$ cat config.mk
export PLATFORM = sky130hd
export DESIGN_NAME = sram_ctrl
export DESIGN_NICKNAME = d
export VERILOG_FILES = /design/src/rtl/sram_pkg.sv /design/src/rtl/sram_load_align.sv /design/src/rtl/sram_ctrl.sv
export SDC_FILE = /design/constraint.sdc
export NUM_CORES = 1
export LEC_CHECK = 0
export ABC_CLOCK_PERIOD_IN_PS = 4700
export CAP_MARGIN = 5
export CORE_MARGIN = 4
export CORE_UTILIZATION = 45
export DETAILED_ROUTE_END_ITERATION = 7
export HOLD_SLACK_MARGIN = 0.1
export PLACE_DENSITY = 0.87
export SLEW_MARGIN = 0
export SYNTH_ARGS = -nofsm -noshare
export SYNTH_HDL_FRONTEND = slang
export SYNTH_SLANG_ARGS = --single-unit
$ cat constraint.sdc
create_clock -name clk -period 4.7 [get_ports clk]
set_clock_uncertainty 0.1 [all_clocks]
set_input_delay 0.47 -clock clk [delete_from_list [all_inputs] [get_ports clk]]
set_output_delay 0.47 -clock clk [all_outputs]
set_load 0.01 [all_outputs]
$ cat src/rtl/sram_pkg.sv
// Shared definitions for the external SRAM controller: op codes, FSM states
// and the lane/extension helpers. The helpers are reused by the cache.
package sram_pkg;

    localparam logic [3:0] OP_NOP = 4'd0;
    localparam logic [3:0] OP_LB  = 4'd1;
    localparam logic [3:0] OP_LBU = 4'd2;
    localparam logic [3:0] OP_LH  = 4'd3;
    localparam logic [3:0] OP_LHU = 4'd4;
    localparam logic [3:0] OP_LW  = 4'd5;
    localparam logic [3:0] OP_SB  = 4'd6;
    localparam logic [3:0] OP_SH  = 4'd7;
    localparam logic [3:0] OP_SW  = 4'd8;

    typedef enum logic [2:0] {
        ST_IDLE   = 3'd0,
        ST_READ   = 3'd1,
        ST_WSETUP = 3'd2,
        ST_WPULSE = 3'd3,
        ST_WHOLD  = 3'd4,
        ST_DONE   = 3'd5
    } state_e;

    function automatic logic is_load(input logic [3:0] op);
        return (op >= OP_LB) && (op <= OP_LW);
    endfunction

    function automatic logic is_store(input logic [3:0] op);
        return (op >= OP_SB) && (op <= OP_SW);
    endfunction

    // Active-high lane enables; half ops look only at off[1].
    function automatic logic [3:0] be_of(input logic [3:0] op, input logic [1:0] off);
        logic [3:0] be;
        case (op)
            OP_LB, OP_LBU, OP_SB: be = 4'b0001 << off;
            OP_LH, OP_LHU, OP_SH: be = off[1] ? 4'b1100 : 4'b0011;
            OP_LW, OP_SW:         be = 4'b1111;
            default:              be = 4'b0000;
        endcase
        return be;
    endfunction

    // Store data copied into every lane the access may select.
    function automatic logic [31:0] replicate(input logic [3:0] op, input logic [31:0] d);
        logic [31:0] r;
        case (op)
            OP_SB:   r = {4{d[7:0]}};
            OP_SH:   r = {2{d[15:0]}};
            default: r = d;
        endcase
        return r;
    endfunction

    function automatic logic [31:0] extend(input logic [3:0] op, input logic [1:0] off,
                                           input logic [31:0] word);
        logic [7:0]  b;
        logic [15:0] h;
        logic [31:0] r;
        b = word[{off, 3'b000} +: 8];
        h = off[1] ? word[31:16] : word[15:0];
        case (op)
            OP_LB:   r = {{24{b[7]}}, b};
            OP_LBU:  r = {24'h000000, b};
            OP_LH:   r = {{16{h[15]}}, h};
            OP_LHU:  r = {16'h0000, h};
            OP_LW:   r = word;
            default: r = 32'h0000_0000;
        endcase
        return r;
    endfunction

    function automatic logic is_misaligned(input logic [3:0] op, input logic [1:0] off);
        logic m;
        case (op)
            OP_LH, OP_LHU, OP_SH: m = off[0];
            OP_LW, OP_SW:         m = (off != 2'b00);
            default:              m = 1'b0;
        endcase
        return m;
    endfunction

endpackage

$ cat src/rtl/sram_load_align.sv
// Combinational load lane extraction with sign/zero extension.
module sram_load_align
    import sram_pkg::*;
(
    input  logic [3:0]  op_i,
    input  logic [1:0]  off_i,
    input  logic [31:0] word_i,
    output logic [31:0] data_o
);

    // Select the addressed lane(s) and extend to 32 bits.
    always_comb begin
        data_o = extend(op_i, off_i, word_i);
    end

endmodule

$ cat src/rtl/sram_ctrl.sv
// Multi-cycle controller for an external asynchronous 32-bit SRAM.
// Optional build macro: SRAM_MISALIGN_TRAP_EN (adds misalign_o and skips
// misaligned half/word accesses).
module sram_ctrl
    import sram_pkg::*;
#(
    parameter int READ_WAIT   = 2,
    parameter int WRITE_PULSE = 2
) (
    input  logic        clk,
    input  logic        rst,
    input  logic [3:0]  mem_op_i,
    input  logic [21:0] addr_i,
    input  logic [31:0] store_data_i,
    output logic        stall_o,
    output logic        done_o,
    output logic [31:0] load_data_o,
    output logic [19:0] sram_addr_o,
    output logic [31:0] sram_data_o,
    output logic        sram_data_oe_o,
    input  logic [31:0] sram_data_i,
    output logic        sram_ce_n_o,
    output logic        sram_oe_n_o,
    output logic        sram_we_n_o,
    output logic [3:0]  sram_be_n_o
`ifdef SRAM_MISALIGN_TRAP_EN
    ,
    output logic        misalign_o
`endif
);

    localparam int CNT_W = 8;

    state_e             state_q, state_d;
    logic [3:0]         op_q, op_d;
    logic [1:0]         off_q, off_d;
    logic [CNT_W-1:0]   cnt_q, cnt_d;
    logic               ce_n_q, ce_n_d;
    logic               oe_n_q, oe_n_d;
    logic               we_n_q, we_n_d;
    logic [3:0]         be_n_q, be_n_d;
    logic [19:0]        addr_q, addr_d;
    logic [31:0]        data_q, data_d;
    logic               data_oe_q, data_oe_d;
    logic               done_q, done_d;
    logic [31:0]        load_q, load_d;
`ifdef SRAM_MISALIGN_TRAP_EN
    logic               misalign_q, misalign_d;
`endif
    logic               op_valid_s;
    logic               trap_s;
    logic [31:0]        align_data_s;

    sram_load_align u_align (
        .op_i   (op_q),
        .off_i  (off_q),
        .word_i (sram_data_i),
        .data_o (align_data_s)
    );

    // Classify the incoming op and decide whether it traps as misaligned.
    always_comb begin
        op_valid_s = is_load(mem_op_i) || is_store(mem_op_i);
`ifdef SRAM_MISALIGN_TRAP_EN
        trap_s = is_misaligned(mem_op_i, addr_i[1:0]);
`else
        trap_s = 1'b0;
`endif
    end

    // Next-state and next-output logic; pins are registered from these.
    always_comb begin
        state_d   = state_q;
        op_d      = op_q;
        off_d     = off_q;
        cnt_d     = cnt_q;
        ce_n_d    = ce_n_q;
        oe_n_d    = oe_n_q;
        we_n_d    = we_n_q;
        be_n_d    = be_n_q;
        addr_d    = addr_q;
        data_d    = data_q;
        data_oe_d = data_oe_q;
        done_d    = 1'b0;
        load_d    = load_q;
`ifdef SRAM_MISALIGN_TRAP_EN
        misalign_d = 1'b0;
`endif
        case (state_q)
            ST_IDLE: begin
                if (op_valid_s && trap_s) begin
                    state_d = ST_DONE;
                    done_d  = 1'b1;
`ifdef SRAM_MISALIGN_TRAP_EN
                    misalign_d = 1'b1;
`endif
                end else if (op_valid_s) begin
                    op_d   = mem_op_i;
                    off_d  = addr_i[1:0];
                    addr_d = addr_i[21:2];
                    ce_n_d = 1'b0;
                    be_n_d = ~be_of(mem_op_i, addr_i[1:0]);
                    if (is_load(mem_op_i)) begin
                        state_d = ST_READ;
                        oe_n_d  = 1'b0;
                        cnt_d   = CNT_W'(READ_WAIT - 1);
                    end else begin
                        state_d   = ST_WSETUP;
                        data_d    = replicate(mem_op_i, store_data_i);
                        data_oe_d = 1'b1;
                    end
                end else begin
                    state_d = ST_IDLE;
                end
            end
            ST_READ: begin
                if (cnt_q == {CNT_W{1'b0}}) begin
                    load_d  = align_data_s;
                    state_d = ST_DONE;
                    oe_n_d  = 1'b1;
                    ce_n_d  = 1'b1;
                    be_n_d  = 4'hF;
                    done_d  = 1'b1;
                end else begin
                    cnt_d = cnt_q - {{(CNT_W-1){1'b0}}, 1'b1};
                end
            end
            ST_WSETUP: begin
                state_d = ST_WPULSE;
                we_n_d  = 1'b0;
                cnt_d   = CNT_W'(WRITE_PULSE - 1);
            end
            ST_WPULSE: begin
                if (cnt_q == {CNT_W{1'b0}}) begin
                    state_d = ST_WHOLD;
                    we_n_d  = 1'b1;
                end else begin
                    cnt_d = cnt_q - {{(CNT_W-1){1'b0}}, 1'b1};
                end
            end
            ST_WHOLD: begin
                state_d   = ST_DONE;
                data_oe_d = 1'b0;
                ce_n_d    = 1'b1;
                be_n_d    = 4'hF;
                done_d    = 1'b1;
            end
            ST_DONE: begin
                state_d = ST_IDLE;
            end
            default: begin
                state_d   = ST_IDLE;
                ce_n_d    = 1'b1;
                oe_n_d    = 1'b1;
                we_n_d    = 1'b1;
                be_n_d    = 4'hF;
                data_oe_d = 1'b0;
            end
        endcase
    end

    // FSM state and registered SRAM pins; reset forces every strobe high.
    always_ff @(posedge clk or negedge rst) begin
        if (!rst) begin
            state_q   <= ST_IDLE;
            op_q      <= OP_NOP;
            off_q     <= 2'b00;
            cnt_q     <= {CNT_W{1'b0}};
            ce_n_q    <= 1'b1;
            oe_n_q    <= 1'b1;
            we_n_q    <= 1'b1;
            be_n_q    <= 4'hF;
            addr_q    <= 20'h00000;
            data_q    <= 32'h0000_0000;
            data_oe_q <= 1'b0;
            done_q    <= 1'b0;
            load_q    <= 32'h0000_0000;
`ifdef SRAM_MISALIGN_TRAP_EN
            misalign_q <= 1'b0;
`endif
        end else begin
            state_q   <= state_d;
            op_q      <= op_d;
            off_q     <= off_d;
            cnt_q     <= cnt_d;
            ce_n_q    <= ce_n_d;
            oe_n_q    <= oe_n_d;
            we_n_q    <= we_n_d;
            be_n_q    <= be_n_d;
            addr_q    <= addr_d;
            data_q    <= data_d;
            data_oe_q <= data_oe_d;
            done_q    <= done_d;
            load_q    <= load_d;
`ifdef SRAM_MISALIGN_TRAP_EN
            misalign_q <= misalign_d;
`endif
        end
    end

    // Stall is combinational so the pipeline freezes in the request cycle.
    always_comb begin
        stall_o = rst && (((state_q == ST_IDLE) && op_valid_s) ||
                          (state_q == ST_READ)   || (state_q == ST_WSETUP) ||
                          (state_q == ST_WPULSE) || (state_q == ST_WHOLD));
    end

    assign done_o         = done_q;
    assign load_data_o    = load_q;
    assign sram_addr_o    = addr_q;
    assign sram_data_o    = data_q;
    assign sram_data_oe_o = data_oe_q;
    assign sram_ce_n_o    = ce_n_q;
    assign sram_oe_n_o    = oe_n_q;
    assign sram_we_n_o    = we_n_q;
    assign sram_be_n_o    = be_n_q;
`ifdef SRAM_MISALIGN_TRAP_EN
    assign misalign_o     = misalign_q;
`endif

endmodule

==> flow_summary.ini <==
[clocking]
clk_latency_ps = 340
post-cts-setup-buffer-count = 0
htree_levels = 3
cts.clk_slew.worst_paths_ps = 70
cts-resized-gates = 0
hold_buffers = 1
clock_sinks = 110
cts-root-buf = clkbuf_16
cts_tree = yes
ctsLongestPathBuffers = 2
cts_made_buffers = 9

[critical_path]
cp-start-kind = input pin
slowest_stage = clkdlybuf4s50_1
path_class = in -> out
crit_fanout = 55
cp.buffers_inverters = 3
critical_path_arrival_ps = 2590
path_cells = dlygate4sd3_1 -> buf_4 -> o21ai_0 -> a21oi_1 -> clkdlybuf4s50_1
max_stage_delay_ps = 600
cp_top_family = buffers and inverters
worstPathRequired_ps = 4130
cp-end-kind = primary output

[grt]
grt_pass1_wl_microns = 25460
grt_pass1_vias = 4997
grt-ovfl-total = 0
grt_max_degree = 58
grt_antenna_before_repair = 0
grt_util_all_layers_pct = 22.25

[yosys]
syn_nets = 623
ys_async_sr_fraction_pct = 100.0
ys_types = 54
synth_seq_cells = 110
synthFlopType = dfrtp_1
syn_area_sq_um = 5505
yosysSeqAreaShare_pct = 50.16
postSynthCellCount = 529
synth_edf_count = 0
syn_area_per_cell_sq_um = 10.41
ys_warn_count = 0

[cells_and_area]
drive_gt1_share_pct = 13.68
fillers = 974
fin_nets = 791
utilization_pct = 64.39
diodes = 0
fin_cells = 849
fin_area_sq_um = 7734
syn2layout_area_growth_pct = 40.48

[sta]
final-hold-violation-count = 0
drv_slew = 0
slew-limit-headroom_pct = 28.36
min_period_ps = 3165
rsz0062_at_grt = false
tns_ps = 0
worstMarginPinSlew_ps = 1072
min_period_over_period_pct = 67.33
fmax_mhz = 316.0
finalSetupViolCount = 0

[pwr]
total_power_mw = 4.273
power_density_nw_per_um2 = 552.6
vdd_drop_max_mv = 0.2483
p_leak_nw = 3.294

[place]
placed_cells = 832
gp_congestion = 0.9498
place_area_sq_um = 7437
hpwl_microns = 11540
io_buffers = 185

[routing]
first_iter_violations = 514
final_antenna_net_count = 0
dr.pass1.iters = 5
remaining_drc_errors = 0
wl_per_cell_microns = 18.33
avgViaCountPerCell = 5.600
drt_wl_total_microns = 15560
num_vias = 4754

[flow_run]
drv_cap = 0

[floorplan]
std_cell_rows = 40
coreArea_sq_um = 12010
start_util_pct = 45.83
die_y_microns = 118.6
dieWidth_microns = 118.6
ios = 186
dieArea_sq_um = 14070

[run_status]
status = complete, no violations

[worst_hold_path]
min_path_type = reg -> reg
Yosys cell counts, types with 2 or more instances:
master	n	share of area (%)
mux2i_1	27	4.9
inv_1	11	0.75
buf_1	2	0.14
a31oi_1	2	0.23
a222oi_1	7	1.3
or3_1	2	0.23
a22oi_1	2	0.27
a21o_1	4	0.55
buf_6	2	0.41
dfrtp_1	103	47
a2bb2oi_1	5	0.80
clkbuf_1	23	1.6
nand2b_1	6	0.68
o22ai_1	3	0.34
o211ai_1	6	0.82
nand3_1	5	0.45
nor3_1	4	0.36
nor2_1	30	2.0
a21oi_1	18	1.6
nand4_1	4	0.45
o21ai_1	2	0.18
nor2b_1	3	0.34
o21ai_0	53	4.8
o22a_1	4	0.64
and3_1	2	0.23
a21boi_0	2	0.27
xor2_1	8	1.3
o21a_1	2	0.27
dfstp_2	7	3.3
o211ai_2	10	2.3
nand2_1	84	5.7
mux2_2	45	9.2
a221oi_1	9	1.4
buf_2	9	0.82
nand3b_1	3	0.41
ha_1	2	0.45
worst register-to-register path: cells and delay by family (launching register included):
kind	cells	cell delay (ps)
DFF	1	600
and+or+nand+nor	3	1240
AOI/OAI and AO/OA	2	720
cell type report:
cell class                 instances  area, sq um  area share, %
tap                              147        183.9          2.378
inverter                          11        41.29         0.5339
multi-input combinational        371         2541          32.86
timing repair buffer             194         1919          24.82
clock buffer                      10        239.0          3.090
clock inverter                     6        47.55         0.6148
sequential                       110         2761          35.71
metal layers:
| layer | wire, microns | track usage [%] | vias to the layer above |
|---|---|---|---|
| met5 | 0 | 0 | - |
| met4 | 310 | 7.820 | 0 |
| met3 | 1313 | 6.842 | 22 |
| met2 | 7533 | 36.98 | 199 |
| met1 | 6405 | 27.42 | 2298 |
| li1 | - | - | 2235 |
final timing paths:
check                      slack (ps)  cells after the start                     endpoint                         from
max in group asynchronous        2710                      3         off_q[0]$_DFFE_PN0P_                          rst
min in group asynchronous         610                      2             done_o$_DFF_PN0_                          rst
setup / recovery                 1540                      5                      stall_o                          rst
hold / removal                    380                      2  sram_data_o[17]$_DFFE_PN0P_  sram_data_o[17]$_DFFE_PN0P_
hold reg to reg                   380                      2  sram_data_o[17]$_DFFE_PN0P_  sram_data_o[17]$_DFFE_PN0P_
setup reg to reg                 1950                      5  load_data_o[17]$_DFFE_PN0P_          op_q[0]$_DFFE_PN0P_
through the flow:
stage          hold WS [ps]  setup slack [ps]
3_5_place_dp          368.8              1378
3_3_place_gp          360.6              1459
5_1_grt               399.6              1352
6_report              380.6              1535
4_1_cts               385.4              1457
2_1_floorplan         74.41              2606
cells by family after synthesis:
group / count (synthesis) / share of synthesized area [%]
xor+xnor: 8 / 1.273
flops: 110 / 50.16
mux: 73 / 14.52
simple gates: 152 / 12.91
buf+inv: 48 / 3.773
compound gates: 136 / 16.91
fa+ha+maj: 2 / 0.4545
report_power, final:
group | internal [mW] | switching (mW)
sequential | 1.34 | 0.302
clock | 0.376 | 0.350
combinational | 1.05 | 0.857
total | 2.76 | 1.51
layout by cell type, fill, tap and decap left out, drive strengths merged, types with 8 or more instances in the layout:
master / count
clkdlybuf4s50: 184
nor2: 30
clkbuf: 10
buf: 9
mux2i: 27
dfrtp: 103
xor2: 8
nand2: 84
o21ai: 55
mux2: 45
inv: 11
a221oi: 9
a21oi: 18
o211ai: 16
registers in the layout (all words and copies together) (netlist names), 2 cells and up:
signal	cells
op_q	4
state_q	3
off_q	2
load_data_o	32
sram_addr_o	20
sram_data_o	32
sram_be_n_o	4
cnt_q	8
Power figures use the tool's default switching activity.
